$ cat config.mk
export PLATFORM = sky130hd
export DESIGN_NAME = load_store_unit
export DESIGN_NICKNAME = d
export VERILOG_FILES = /design/src/rtl/load_store_unit_pkg.sv /design/src/rtl/lsu_extend.sv /design/src/rtl/load_store_unit.sv
export SDC_FILE = /design/constraint.sdc
export NUM_CORES = 1
export LEC_CHECK = 0
export ABC_AREA = 0
export ABC_CLOCK_PERIOD_IN_PS = 9700
export BUFFER_PORTS_ARGS = -buffer_cell sky130_fd_sc_hd__buf_2
export CAP_MARGIN = 20
export CORE_ASPECT_RATIO = 0.7
export CORE_UTILIZATION = 52
export CTS_BUF_LIST = sky130_fd_sc_hd__clkbuf_4 sky130_fd_sc_hd__clkbuf_8
export DETAILED_ROUTE_END_ITERATION = 8
export PLACE_DENSITY_LB_ADDON = 0.25
export SYNTH_ARGS = -nofsm -noshare
export SYNTH_HDL_FRONTEND = slang
export SYNTH_SLANG_ARGS = --single-unit
$ cat constraint.sdc
create_clock -name clk -period 9.7 [get_ports clk]
set_input_delay 2.91 -clock clk [delete_from_list [all_inputs] [get_ports clk]]
set_output_delay 2.91 -clock clk [all_outputs]
set_load 0.01 [all_outputs]
$ cat src/rtl/load_store_unit_pkg.sv
// Shared definitions for the load/store unit: access modes, FSM states and size decode.
package load_store_unit_pkg;

  localparam logic [1:0] ModeByte = 2'b00;
  localparam logic [1:0] ModeHalf = 2'b01;
  localparam logic [1:0] ModeWord = 2'b10;
  localparam logic [1:0] ModeRsvd = 2'b11;

  typedef enum logic [2:0] {
    StIdle,
    StWrite,
    StRead,
    StDrain,
    StResp
  } lsu_state_e;

  // Reserved mode maps to 1 byte; it always faults before any access is issued.
  function automatic logic [2:0] mode_bytes(input logic [1:0] mode);
    case (mode)
      ModeHalf: mode_bytes = 3'd2;
      ModeWord: mode_bytes = 3'd4;
      default:  mode_bytes = 3'd1;
    endcase
  endfunction

endpackage

$ cat src/rtl/lsu_extend.sv
// Sign/zero extension of the little-endian assembled load value.
module lsu_extend
  import load_store_unit_pkg::*;
(
  input  logic [31:0] data_i,
  input  logic [1:0]  mode_i,
  input  logic        unsigned_i,
  output logic [31:0] data_o
);

  always_comb begin
    data_o = data_i;
    case (mode_i)
      ModeByte: data_o = {{24{data_i[7] & ~unsigned_i}}, data_i[7:0]};
      ModeHalf: data_o = {{16{data_i[15] & ~unsigned_i}}, data_i[15:0]};
      default:  data_o = data_i;
    endcase
  end

endmodule

$ cat src/rtl/load_store_unit.sv
// Byte-serial load/store initiator: one request at a time onto an 8-bit synchronous-read port.
module load_store_unit
  import load_store_unit_pkg::*;
#(
  parameter int unsigned MEM_BYTES = 41,
  parameter int unsigned ADDR_W    = 32
) (
  input  logic              clk,
  input  logic              rst,
  input  logic              req_valid,
  output logic              req_ready,
  input  logic              req_write,
  input  logic [1:0]        req_mode,
  input  logic              req_unsigned,
  input  logic [ADDR_W-1:0] req_addr,
  input  logic [31:0]       req_wdata,
  output logic              resp_valid,
  output logic              resp_fault,
  output logic [31:0]       resp_rdata,
  output logic [ADDR_W-1:0] mem_addr,
  output logic              mem_we,
  output logic [7:0]        mem_wdata,
  output logic              mem_re,
  input  logic [7:0]        mem_rdata
);

  lsu_state_e        state_q;
  logic              write_q;
  logic [1:0]        mode_q;
  logic              uns_q;
  logic [ADDR_W-1:0] addr_q;
  logic [31:0]       wdata_q;
  logic [1:0]        k_q;
  logic [31:0]       asm_q;

  logic [2:0]        req_n;
  logic [ADDR_W:0]   req_end;
  logic              req_fault;
  logic [1:0]        last_k;
  logic [1:0]        k_nxt;
  logic              cap_en;
  logic [1:0]        cap_idx;
  logic [31:0]       asm_merge;
  logic [31:0]       ext_data;

  // One extra bit on the end address catches wrap-around past 2^ADDR_W.
  assign req_n     = mode_bytes(req_mode);
  assign req_end   = {1'b0, req_addr} + (ADDR_W+1)'(req_n) - (ADDR_W+1)'(1);
  assign req_fault = (req_mode == ModeRsvd) || req_end[ADDR_W] ||
                     (req_end >= (ADDR_W+1)'(MEM_BYTES));
  assign last_k    = 2'(mode_bytes(mode_q) - 3'd1);
  assign k_nxt     = k_q + 2'd1;

  // Read data lags its issue by one cycle, so lane k_q-1 lands while issuing k_q.
  always_comb begin
    cap_en    = ((state_q == StRead) && (k_q != 2'd0)) || (state_q == StDrain);
    cap_idx   = (state_q == StDrain) ? k_q : k_q - 2'd1;
    asm_merge = asm_q;
    if (cap_en) asm_merge[{cap_idx, 3'b000} +: 8] = mem_rdata;
  end

  lsu_extend u_extend (
    .data_i     (asm_merge),
    .mode_i     (mode_q),
    .unsigned_i (uns_q),
    .data_o     (ext_data)
  );

  always_ff @(posedge clk) begin
    if (rst) begin
      state_q    <= StIdle;
      req_ready  <= 1'b1;
      resp_valid <= 1'b0;
      resp_fault <= 1'b0;
      resp_rdata <= '0;
      mem_addr   <= '0;
      mem_we     <= 1'b0;
      mem_wdata  <= '0;
      mem_re     <= 1'b0;
      write_q    <= 1'b0;
      mode_q     <= ModeByte;
      uns_q      <= 1'b0;
      addr_q     <= '0;
      wdata_q    <= '0;
      k_q        <= '0;
      asm_q      <= '0;
    end else begin
      case (state_q)
        StIdle: begin
          if (req_valid && req_ready) begin
            write_q   <= req_write;
            mode_q    <= req_mode;
            uns_q     <= req_unsigned;
            addr_q    <= req_addr;
            wdata_q   <= req_wdata;
            k_q       <= '0;
            asm_q     <= '0;
            req_ready <= 1'b0;
            if (req_fault) begin
              state_q    <= StResp;
              resp_valid <= 1'b1;
              resp_fault <= 1'b1;
              resp_rdata <= '0;
            end else if (req_write) begin
              state_q   <= StWrite;
              mem_addr  <= req_addr;
              mem_we    <= 1'b1;
              mem_wdata <= req_wdata[7:0];
            end else begin
              state_q  <= StRead;
              mem_addr <= req_addr;
              mem_re   <= 1'b1;
            end
          end
        end
        StWrite: begin
          if (k_q == last_k) begin
            state_q    <= StResp;
            mem_we     <= 1'b0;
            mem_wdata  <= '0;
            mem_addr   <= '0;
            resp_valid <= 1'b1;
            resp_fault <= 1'b0;
            resp_rdata <= '0;
          end else begin
            k_q       <= k_nxt;
            mem_addr  <= addr_q + ADDR_W'(k_nxt);
            mem_wdata <= wdata_q[{k_nxt, 3'b000} +: 8];
          end
        end
        StRead: begin
          asm_q <= asm_merge;
          if (k_q == last_k) begin
            state_q  <= StDrain;
            mem_re   <= 1'b0;
            mem_addr <= '0;
          end else begin
            k_q      <= k_nxt;
            mem_addr <= addr_q + ADDR_W'(k_nxt);
          end
        end
        StDrain: begin
          state_q    <= StResp;
          asm_q      <= asm_merge;
          resp_valid <= 1'b1;
          resp_fault <= 1'b0;
          resp_rdata <= ext_data;
        end
        StResp: begin
          state_q    <= StIdle;
          resp_valid <= 1'b0;
          resp_fault <= 1'b0;
          resp_rdata <= '0;
          req_ready  <= 1'b1;
        end
        default: begin
          state_q   <= StIdle;
          req_ready <= 1'b1;
        end
      endcase
    end
  end

endmodule

# Word level (Yosys, flattened, before mapping)
# Index checks and enable logic that the tools add are counted.
[totals]
register_bits = 181
inputBits = 79
output_inout_bits = 77
[op_classes]
n_addsub = 7
magnitude_cmp = 1
eq_ne = 18
shifts = 3
mux = 46
bitwise = 4
reduce_logical = 29
[op_table]
columns = ["cell", "count"]
rows = [
  ["2-to-1 mux 32 bit", 8],
  ["one-hot mux 32 bit (2 select lines)", 3],
  ["one-hot mux 32 bit (4 select lines)", 1],
  ["adder 32 x 3 -> 33 bit", 1],
  ["greater-or-equal comparator 33 x 6 -> 1 bit (second input constant)", 1],
  ["subtractor 33 x 1 -> 33 bit (second input constant)", 1],
  ["adder 32 x 2 -> 32 bit", 1],
  ["bitwise mux 32 bit", 1],
  ["2-to-1 mux 8 bit", 4],
  ["variable shift 8 x 7 -> 32 bit (first input constant)", 1],
  ["variable part select 32 x 6 -> 8 bit", 1],
  ["variable part select 8 x 7 -> 32 bit", 1],
  ["one-hot mux 8 bit (2 select lines)", 1],
  ["!= test 2 bit (second input constant)", 7],
  ["2-to-1 mux 3 bit", 4],
  ["one-hot mux 3 bit (4 select lines)", 1],
  ["AND reduction 4 bit", 3],
  ["2-to-1 mux 1 bit", 11],
  ["AND reduction 5 bit", 2],
  ["nonzero test 2 bit", 5],
  ["AND reduction 3 bit", 3],
  ["2-to-1 mux 2 bit", 4],
  ["one-hot mux 2 bit (2 select lines)", 2],
  ["negator 5 -> 7 bit", 1],
  ["other kinds (24)", 40],
]

# Logic depth before layout (Yosys ltp)
# Gate-level depths: netlist (run 1).
[depth]
depth_word = 9
depth_mapped = 20
mapped_depth_nobuf = 19

# Hierarchy
# Synthesis (run 1) repeated with hierarchy kept, for this count alone.
[unflattened]
hier_cells = 1486
area_unflattened_um2 = 11208.2
[by_module_without_submodules]
columns = ["mod", "instances", "cells_per_inst", "area_per_inst_um2", "seq_area_each_um2"]
rows = [
  ["load_store_unit", 1, 1419, 10852.9, 3623.5],
  ["lsu_extend", 1, 67, 355.3, 0.0],
]

# Worst setup path after synthesis (run 1)
# No wires, ideal clock.
[synth_path]
path_kind = "in2reg"
startpoint = "input port req_mode[0]"
endpoint = "register mem_re"
arrival_time_ns = 6.909
slack_ns = 2.734
path_stages = 18
path_buffers = 0
path_cell_list = "inv_1 -> ha_1 -> inv_1 -> ha_1 -> inv_1 -> ha_1 -> inv_1 -> fa_1 -> nor2b_1 -> o2111ai_1 -> a211oi_1 -> o21ai_0 -> mux2_2 -> or4_1 -> or4_1 -> or4b_1 -> nor4_1 -> o21a_1"
[synth_via]
elab_chain_cells = 8
word_cells_on_any_way = 11
classes_between = "add/sub (2); order compare (1); eq/ne (4); mux (1); reduce/logical (3)"
[synth_lines]
columns = ["element", "line", "source"]
rows = [
  ["from (decl)", "load_store_unit.sv:13", "input logic [1:0] req_mode,"],
  ["== test 2 bit or == test 2 x 1 -> 1 bit (tied branches)", "load_store_unit_pkg.sv:19", "case (mode)"],
  ["one-hot mux 3 bit (2 select lines)", "load_store_unit_pkg.sv:19", ""],
  ["adder 32 x 3 -> 33 bit", "load_store_unit.sv:48", "assign req_end = {1'b0, req_addr} + (ADDR_W+1)'(req_n) - (ADDR_W+1)'(1);"],
  ["subtractor 33 x 1 -> 33 bit", "load_store_unit.sv:48", ""],
  ["greater-or-equal comparator 33 x 6 -> 1 bit or logical OR 1 bit (tied branches)", "load_store_unit.sv:50, load_store_unit.sv:49", ""],
  ["logical OR 1 bit *", "load_store_unit.sv:49", "assign req_fault = (req_mode == ModeRsvd) || req_end[ADDR_W] ||"],
  ["!= test 2 bit (no line) *", "--", ""],
  ["AND reduction 5 bit (no line) *", "--", ""],
  ["to (signal assigned)", "load_store_unit.sv:79", "mem_re <= 1'b0;"],
  ["to (signal assigned)", "load_store_unit.sv:112", "mem_re <= 1'b1;"],
  ["to (signal assigned)", "load_store_unit.sv:135", "mem_re <= 1'b0;"],
  ["to (decl)", "load_store_unit.sv:23", "output logic mem_re,"],
]
# Mark *: on every way between the ends. The rest lies on a longest branch, timed or not.
# A chain may end at the register's enable or synchronous reset.

# Worst setup path in the final report (run 1)
[layout_path]
startpoint = "input port req_mode[0]"
endpoint = "register mem_addr[0]"
[layout_via]
elab_chain_cells = 8
word_cells_on_any_way = 11
classes_between = "add/sub (2); order compare (1); eq/ne (4); mux (1); reduce/logical (3)"
[layout_lines]
columns = ["element", "line", "source"]
rows = [
  ["== test 2 bit or == test 2 x 1 -> 1 bit (tied branches)", "load_store_unit_pkg.sv:19", ""],
  ["one-hot mux 3 bit (2 select lines)", "load_store_unit_pkg.sv:19", ""],
  ["adder 32 x 3 -> 33 bit", "load_store_unit.sv:48", ""],
  ["subtractor 33 x 1 -> 33 bit", "load_store_unit.sv:48", ""],
  ["greater-or-equal comparator 33 x 6 -> 1 bit or logical OR 1 bit (tied branches)", "load_store_unit.sv:50, load_store_unit.sv:49", ""],
  ["logical OR 1 bit *", "load_store_unit.sv:49", ""],
  ["!= test 2 bit (no line) *", "--", ""],
  ["AND reduction 3 bit (no line) *", "--", ""],
  ["to (signal assigned)", "load_store_unit.sv:106", "mem_addr <= req_addr;"],
  ["to (signal assigned)", "load_store_unit.sv:111", "mem_addr <= req_addr;"],
  ["to (signal assigned)", "load_store_unit.sv:127", "mem_addr <= addr_q + ADDR_W'(k_nxt);"],
  ["to (decl)", "load_store_unit.sv:20", "output logic [ADDR_W-1:0] mem_addr,"],
]
# Marked as above.

==> parameters.txt, run 1 <==
Parameter                              Value

Timing
  Final Critical Period ... 7352 ps
  Worst hold margin ... 459.7 ps
  Tcrit/Tclk final ... 75.79%
  Worst-Margin Slew ... 1118 ps
  # setup viols final ... 0
  Headroom to the max-slew limit ... 25.39%
  Max Slew Vio Count ... 0
  Fmax achieved ... 136.0 MHz
  Setup TNS Final ... 0 ps
  Setup repair after global routing missed its margin ... no
  Worst setup skew after layout ... 20.65 ps
  Final hold viol count ... 0

Detailed routing
  Number of optimization iterations in the first detailed-route pass ... 5
  Detailed-route via count ... 10470
  Wire length reported by the detailed router ... 31260 um
  Detail-routed net length per standard cell ... 18.30 um
  Detailed router's first-iteration violation count ... 1255
  Antenna Nets Post-Route ... 0
  Routed vias/inst ... 6.131
  Number of remaining DRC errors ... 0

Global route
  GRT Resource Usage Total ... 30.25%
  Remaining global-route overflow ... 0
  Pin count of the biggest net entering global routing ... 87
  Number of global-route vias before repair ... 9399
  Antenna violations before repair ... 0
  Wire length of the first global-routing pass ... 50580 um

Critical path
  Critical path fanouts, max ... 33
  Required arrival time at the worst endpoint ... 10130 ps
  Critical path endpoint ... mem_addr[0]$_SDFFE_PP0P_
  Data arrival, critical path ... 7780 ps
  CP Capture Type ... flop
  Internal reg-to-reg setup slack ... 5330 ps
  Origin of the worst setup path ... req_mode[0]
  Endpoint of the worst register-to-register path ... mem_addr[29]$_SDFFE_PP0P_
  Start-to-end type of the worst setup path ... primary input to flop
  Worst reg2reg path startpoint ... k_q[0]$_SDFFE_PP0P_
  R2r worst-path depth ... 12
  CP Launch Type ... primary input

Min path
  Class of the most critical hold timing path ... flop to flop
  Count of cells along the worst hold path ... 2

Synth
  Prevailing post-synth register cell ... dfxtp_1
  Count of flip-flops with a built-in enable after synthesis ... 0
  Synth top area share ... 34.24%
  Synthesized-area fraction occupied by and/or/nand/nor cells ... 19.88%
  Synthesized-area fraction occupied by adder cells ... 6.053%
  Number of flip-flops and latches in the synthesized netlist ... 181
  Gate count after technology mapping ... 1313
  Top post-synthesis cells by count ... nand2_1, dfxtp_1, a21oi_1
  Unique masters post-synth ... 77
  Top cells by area in the synthesized netlist ... dfxtp_1, nand2_1, a21oi_1
  Most numerous cell in the Yosys netlist ... nand2_1
  Nets in the synthesized netlist ... 1442
  Proportion of synthesized chip area in sequential cells ... 34.24%
  Post-Syn Area per Cell ... 8.061 um2
  Synthesis Warnings ... 0
  Netlist area before placement ... 10580 um2
  Cell type with the largest total area after synthesis ... dfxtp_1
  Area share of xor/xnor cells in the synthesized design ... 3.476%
  Mux contribution to synthesized area ... 2.187%
  Combinational family with the most area after synthesis ... compound AO/OA/AOI/OAI gates
  Compound-cell area share of the yosys netlist ... 28.98%
  Share of synthesized flip-flops with an asynchronous set or reset ... 0%

Finish
  Number of antenna cells inserted ... 0
  Fill count ... 1814
  Core utilization of the finished layout ... 60.19%
  Storage element area ... 3623 um2
  Multi-input logic area ... 6434 um2
  Share of post-route cells with drive strength above 1 ... 18.29%
  Nets ... 1554
  Area added between synthesis and finish ... 12.90%

Clocking
  H-tree depth ... 4
  Number of setup buffers added after CTS ... 0
  Number of buffers created by CTS ... 17
  Post-CTS resize count ... 0
  CTS Hold Bufs ... 0
  Clock tree from TritonCTS ... built
  Clock transition time at the flip-flop clock pins of the worst setup and hold paths ... 110 ps
  Maximum count of clock buffers along a single path ... 2
  Master cell of the clock root buffer ... clkbuf_8
  Clock Latency Late Sink ... 490 ps
  Clock Sinks ... 181

Flow run
  Max_cap viols ... 0

Placed design
  Weighted congestion reported at the end of routability-driven placement ... 0.9842
  DPL Wire Length ... 22830 um
  Number of buffers inserted by port buffering ... 155

Power and ir drop
  VDD IR max ... 0.07516 mV
  Leakage power ... 5.018 nW
  Power density over cell area ... 140.2 nW/um2

Die
  Total core area ... 19850 um2
  Initial Util ... 53.31%
  Number of standard-cell rows in the floorplan ... 43
  Area of the die ... 20940 um2
  Die X-Extent ... 172.5 um
  IO Pins ... 156
  Floorplan die height ... 121.4 um

Status
  Result of the run ... completed
[layout by cell type (no fill, tap or decap), drive strengths merged, types with 20 or more instances in the layout]
master	count
nand2	212
dfxtp	181
buf	168
a21oi	128
nor2	112
inv	76
ha	48
a22oi	42
o21ai	37
a22o	34
xnor2	32
o221a	32
a221o	29
nand3	21
clkbuf	20
[state kept, by name, indices dropped and copies added, names as in the netlist]
signal,flops
k_q,2
resp_fault,1
wdata_q,32
req_ready,1
mem_re,1
mem_wdata,8
resp_rdata,32
mem_we,1
mode_q,2
resp_valid,1
asm_q,32
mem_addr,32
addr_q,32
state_q,3
uns_q,1
[area by class of cell]
class | count | share of cell area, %
Timing Repair Buffer | 170 | 7.602
Multi-Input combinational cell | 989 | 53.84
Clock buffer | 18 | 2.073
Inverter | 66 | 2.073
Tap cell | 270 | 2.827
Clock inverter | 14 | 1.257
Sequential cell | 181 | 30.32
[kinds of logic (layout without fill, tap and decap cells)]
| group | Yosys count | in the layout |
|---|---|---|
| multiplexers | 13 | 13 |
| adder cells (fa/ha/maj) | 50 | 50 |
| flip-flops | 181 | 181 |
| AND/OR/NAND/NOR | 462 | 462 |
| XOR/XNOR | 42 | 42 |
| buffers and inverters | 143 | 268 |
| AO/OA/AOI/OAI | 422 | 422 |
[critical path: stages]
cell and delay, ps:
buf_2 110, inv_1 50, ha_1 270, inv_1 40, ha_1 160, inv_1 50
ha_1 150, inv_1 50, fa_1 410, nor2b_1 180, o2111ai_1 240, a211oi_1 440
o21ai_0 180, mux2_2 320, or4_1 570, nor4_1 410, a31oi_2 140, buf_4 270
nor2_2 180, buf_4 350, o221a_2 240
[per-stage QoR]
step | total power [W] | instance area, um2 | setup WS, ps | std cells
finish | 0.001676 | 11950 | 2348 | 1708
detailed placement | 0.001146 | 11510 | 1974 | 1673
floorplan | 0.001038 | 10580 | 2734 | 1313
global placement | 0.001142 | 11510 | 2122 | 1673
global route | 0.001754 | 11950 | 2028 | 1708
CTS | 0.001673 | 11910 | 2456 | 1705
[layer usage]
metal / vias to the layer above / share of wire, % / track usage [%]
met5: - / 0 / 0
met4: 0 / 1.8 / 8.371
met3: 45 / 8.7 / 5.608
met2: 473 / 41 / 43.57
met1: 4942 / 48 / 45.37
li1: 5012 / - / -
[worst min path at each step]
stage	startpoint	to	slack (ps)
after floorplan	wdata_q[0]$_SDFFE_PP0P_	wdata_q[0]$_SDFFE_PP0P_	430
after global placement	wdata_q[17]$_SDFFE_PP0P_	wdata_q[17]$_SDFFE_PP0P_	440
after detailed placement	resp_rdata[23]$_SDFFE_PP0P_	resp_rdata[23]$_SDFFE_PP0P_	440
after CTS	wdata_q[7]$_SDFFE_PP0P_	wdata_q[7]$_SDFFE_PP0P_	460
after global routing	wdata_q[18]$_SDFFE_PP0P_	wdata_q[18]$_SDFFE_PP0P_	480
final	wdata_q[7]$_SDFFE_PP0P_	wdata_q[7]$_SDFFE_PP0P_	460
[power breakdown]
group / switching, W / total, W / internal [W]
clock: 0.000331 / 0.000535 / 0.000204
combinational: 0.000226 / 0.000355 / 0.000129
sequential: 0.0000195 / 0.000785 / 0.000766
total: 0.000577 / 0.00168 / 0.00110
Note: power is estimated with default switching activity, not from simulation.
==> inputs of run 2 (changes only) <==
--- a/config.mk
+++ b/config.mk
@@ -6,7 +6,7 @@
 export NUM_CORES = 1
 export LEC_CHECK = 0
 export ABC_AREA = 0
-export ABC_CLOCK_PERIOD_IN_PS = 9700
+export ABC_CLOCK_PERIOD_IN_PS = 6900
 export BUFFER_PORTS_ARGS = -buffer_cell sky130_fd_sc_hd__buf_2
 export CAP_MARGIN = 20
 export CORE_ASPECT_RATIO = 0.7
==> constraint.sdc (replaced) <==
create_clock -name clk -period 6.9 [get_ports clk]
set_input_delay 2.07 -clock clk [delete_from_list [all_inputs] [get_ports clk]]
set_output_delay 2.07 -clock clk [all_outputs]
set_load 0.01 [all_outputs]
==> run 2 against run 1 <==
Via count about the same; wire length increased by 0.53%; combinational power increased by 41%; clock power increased by 39%; first-iteration DRC count decreased by 4.0%; setup slack got worse by 1800 ps; die area unchanged; register-to-register slack got worse by 2900 ps; final cell count increased by 0.23%.
==> parameters.txt, run 2 (same netlist as run 1, synthesis figures left out) <==
Parameter                              Value

Detailed routing
  Number of optimization iterations in the first detailed-route pass ... 5 (unchanged)
  Detail-routed net length per standard cell ... 18.35 um (+0.30%)
  Detailed-route via count ... 10470 (-0.057%)
  Routed vias/inst ... 6.113 (-0.29%)
  Antenna Nets Post-Route ... 0 (unchanged)
  Number of remaining DRC errors ... 0 (unchanged)
  Wire length reported by the detailed router ... 31420 um (+0.53%)
  Detailed router's first-iteration violation count ... 1205 (-4.0%)

Die
  Floorplan die height ... 121.4 um (unchanged)
  Number of standard-cell rows in the floorplan ... 43 (unchanged)
  Total core area ... 19850 um2 (unchanged)
  Initial Util ... 53.31% (unchanged)
  Die X-Extent ... 172.5 um (unchanged)
  IO Pins ... 156 (unchanged)
  Area of the die ... 20940 um2 (unchanged)

Critical path
  Required arrival time at the worst endpoint ... 7330 ps (-2800 ps)
  CP Launch Type ... primary input
  Total buffers and inverters traversed by the critical path ... 5 (-2)
  CP Capture Type ... flop
  Slowest cell on the critical path ... or4_1
  Start-to-end type of the worst setup path ... primary input to flop
  CP max stage delay ... 570 ps (about the same)
  Critical path fanouts, max ... 5 (-85%)
  Data arrival, critical path ... 6750 ps (-1030 ps)
  Cell with the most instances on the worst path ... inv_1
  Cell-by-cell trace of the critical path ... buf_2, inv_1, ha_1, inv_1, ha_1, inv_1, ha_1, inv_1, fa_1, nor2b_1, o2111ai_1, a211oi_1, o21ai_0, mux2_2, or4_1, or4_1, or4b_1, nor4_1, o21a_1
  Dominant delay contributor by cell family on the critical path ... simple AND/OR/NAND/NOR gates

Timing
  Setup repair after global routing missed its margin ... no
  Worst setup skew after layout ... 13.56 ps (-7.095 ps)
  Worst-Margin Slew ... 1016 ps (-102.2 ps)
  Final hold viol count ... 0 (unchanged)
  Max Slew Vio Count ... 0 (unchanged)
  Setup TNS Final ... 0 ps (unchanged)
  Final Critical Period ... 6314 ps
  Tcrit/Tclk final ... 91.51%
  Headroom to the max-slew limit ... 31.76% (+6.4 points)
  Fmax achieved ... 158.4 MHz
  Final WS setup ... 586.0 ps (-1762 ps)
  # setup viols final ... 0 (unchanged)

Finish
  Area added between synthesis and finish ... 13.29%
  Share of post-route cells with drive strength above 1 ... 18.46% (+0.17 points)
  Commonest non-fill, non-tap cell in the layout ... nand2_1
  Nets ... 1557 (+0.19%)
  Fill count ... 1835 (+1.2%)
  Most frequent cells in the layout ... nand2_1, dfxtp_1, buf_2
  Final cell count without fillers ... 1712 (+0.23%)

Power and ir drop
  Power density over cell area ... 195.7 nW/um2 (+40%)
  Leakage power ... 5.039 nW (+0.41%)
  VDD IR max ... 0.09837 mV (+31%)

Clocking
  Number of buffers created by CTS ... 17 (unchanged)
  Clock tree from TritonCTS ... built
  CTS Hold Bufs ... 0 (unchanged)
  Clock transition time at the flip-flop clock pins of the worst setup and hold paths ... 100 ps (about the same)
  Clock Latency Late Sink ... 490 ps (about the same)
  Maximum count of clock buffers along a single path ... 2 (unchanged)
  Post-CTS resize count ... 0 (unchanged)
  H-tree depth ... 4 (unchanged)
  Number of setup buffers added after CTS ... 0 (unchanged)
  Master cell of the clock root buffer ... clkbuf_8
  Clock Sinks ... 181 (unchanged)

Global route
  Wire length of the first global-routing pass ... 50880 um (+0.59%)
  Pin count of the biggest net entering global routing ... 93 (+6.9%)
  Remaining global-route overflow ... 0 (unchanged)
  GRT Resource Usage Total ... 30.31% (+0.052 points)
  Number of global-route vias before repair ... 9446 (+0.50%)
  Antenna violations before repair ... 1 (+1)

Placed design
  DPL Wire Length ... 22340 um (-2.1%)
  Worst setup slack after placement ... 234.6 ps (-1739 ps)
  Number of buffers inserted by port buffering ... 155 (unchanged)
  Placed cell count ... 1678 (+0.30%)
  Weighted congestion reported at the end of routability-driven placement ... 0.9592 (-2.5%)

Min path
  Class of the most critical hold timing path ... flop to flop

Flow run
  Max_cap viols ... 0 (unchanged)

Status
  Result of the run ... completed
==> run 2: final cells by class <==
class,instances,area (um2),area share (%)
Antenna cell,1,2.502,0.02087
Tap cell,270,337.8,2.818
Clock buffer,18,247.7,2.066
Inverter,66,247.7,2.066
Multi-Input combinational cell,989,6434,53.66
Clock inverter,14,153.9,1.284
Timing Repair Buffer,173,943.4,7.868
Sequential cell,181,3623,30.22
==> run 2: path summary, 6_finish.rpt <==
kind | start | to | slack, ps | cells after the start
setup / recovery | req_mode[1] | mem_re$_SDFFE_PP0P_ | 590 | 19
hold / removal | wdata_q[14]$_SDFFE_PP0P_ | wdata_q[14]$_SDFFE_PP0P_ | 460 | 2
setup reg to reg | k_q[0]$_SDFFE_PP0P_ | mem_addr[29]$_SDFFE_PP0P_ | 2450 | 12
hold reg to reg | wdata_q[14]$_SDFFE_PP0P_ | wdata_q[14]$_SDFFE_PP0P_ | 460 | 2
==> run 2: where the power goes <==
group          internal, W  switching [W]
registers          0.00108      0.0000264
clock network     0.000282       0.000460
logic             0.000183       0.000318
==> run 2: worst min-delay path: stages (launching register included) <==
cell and delay [ps]:
dfxtp_1 320, nand2_1 50, a21oi_1 50
==> run 2: through the flow <==
stage               total power [W]  util [%]  hold WS, ps  area, um2
floorplan                  0.001460         -        433.1      10580
global placement           0.001608     58.16        440.6      11550
global route               0.002458     60.38        476.1      11990
CTS                        0.002349     60.35        462.6      11980
finish                     0.002346     60.40        458.9      11990
detailed placement         0.001614     58.32        440.9      11580
==> run 2: routing by layer <==
metal  vias up  part of all wire [%]  track usage [%]
met3        23                   8.1            5.451
li1       5029                     -                -
met2       446                    41            43.95
met5         -                     0                0
met1      4968                    49            45.32
met4         0                   1.2            8.315
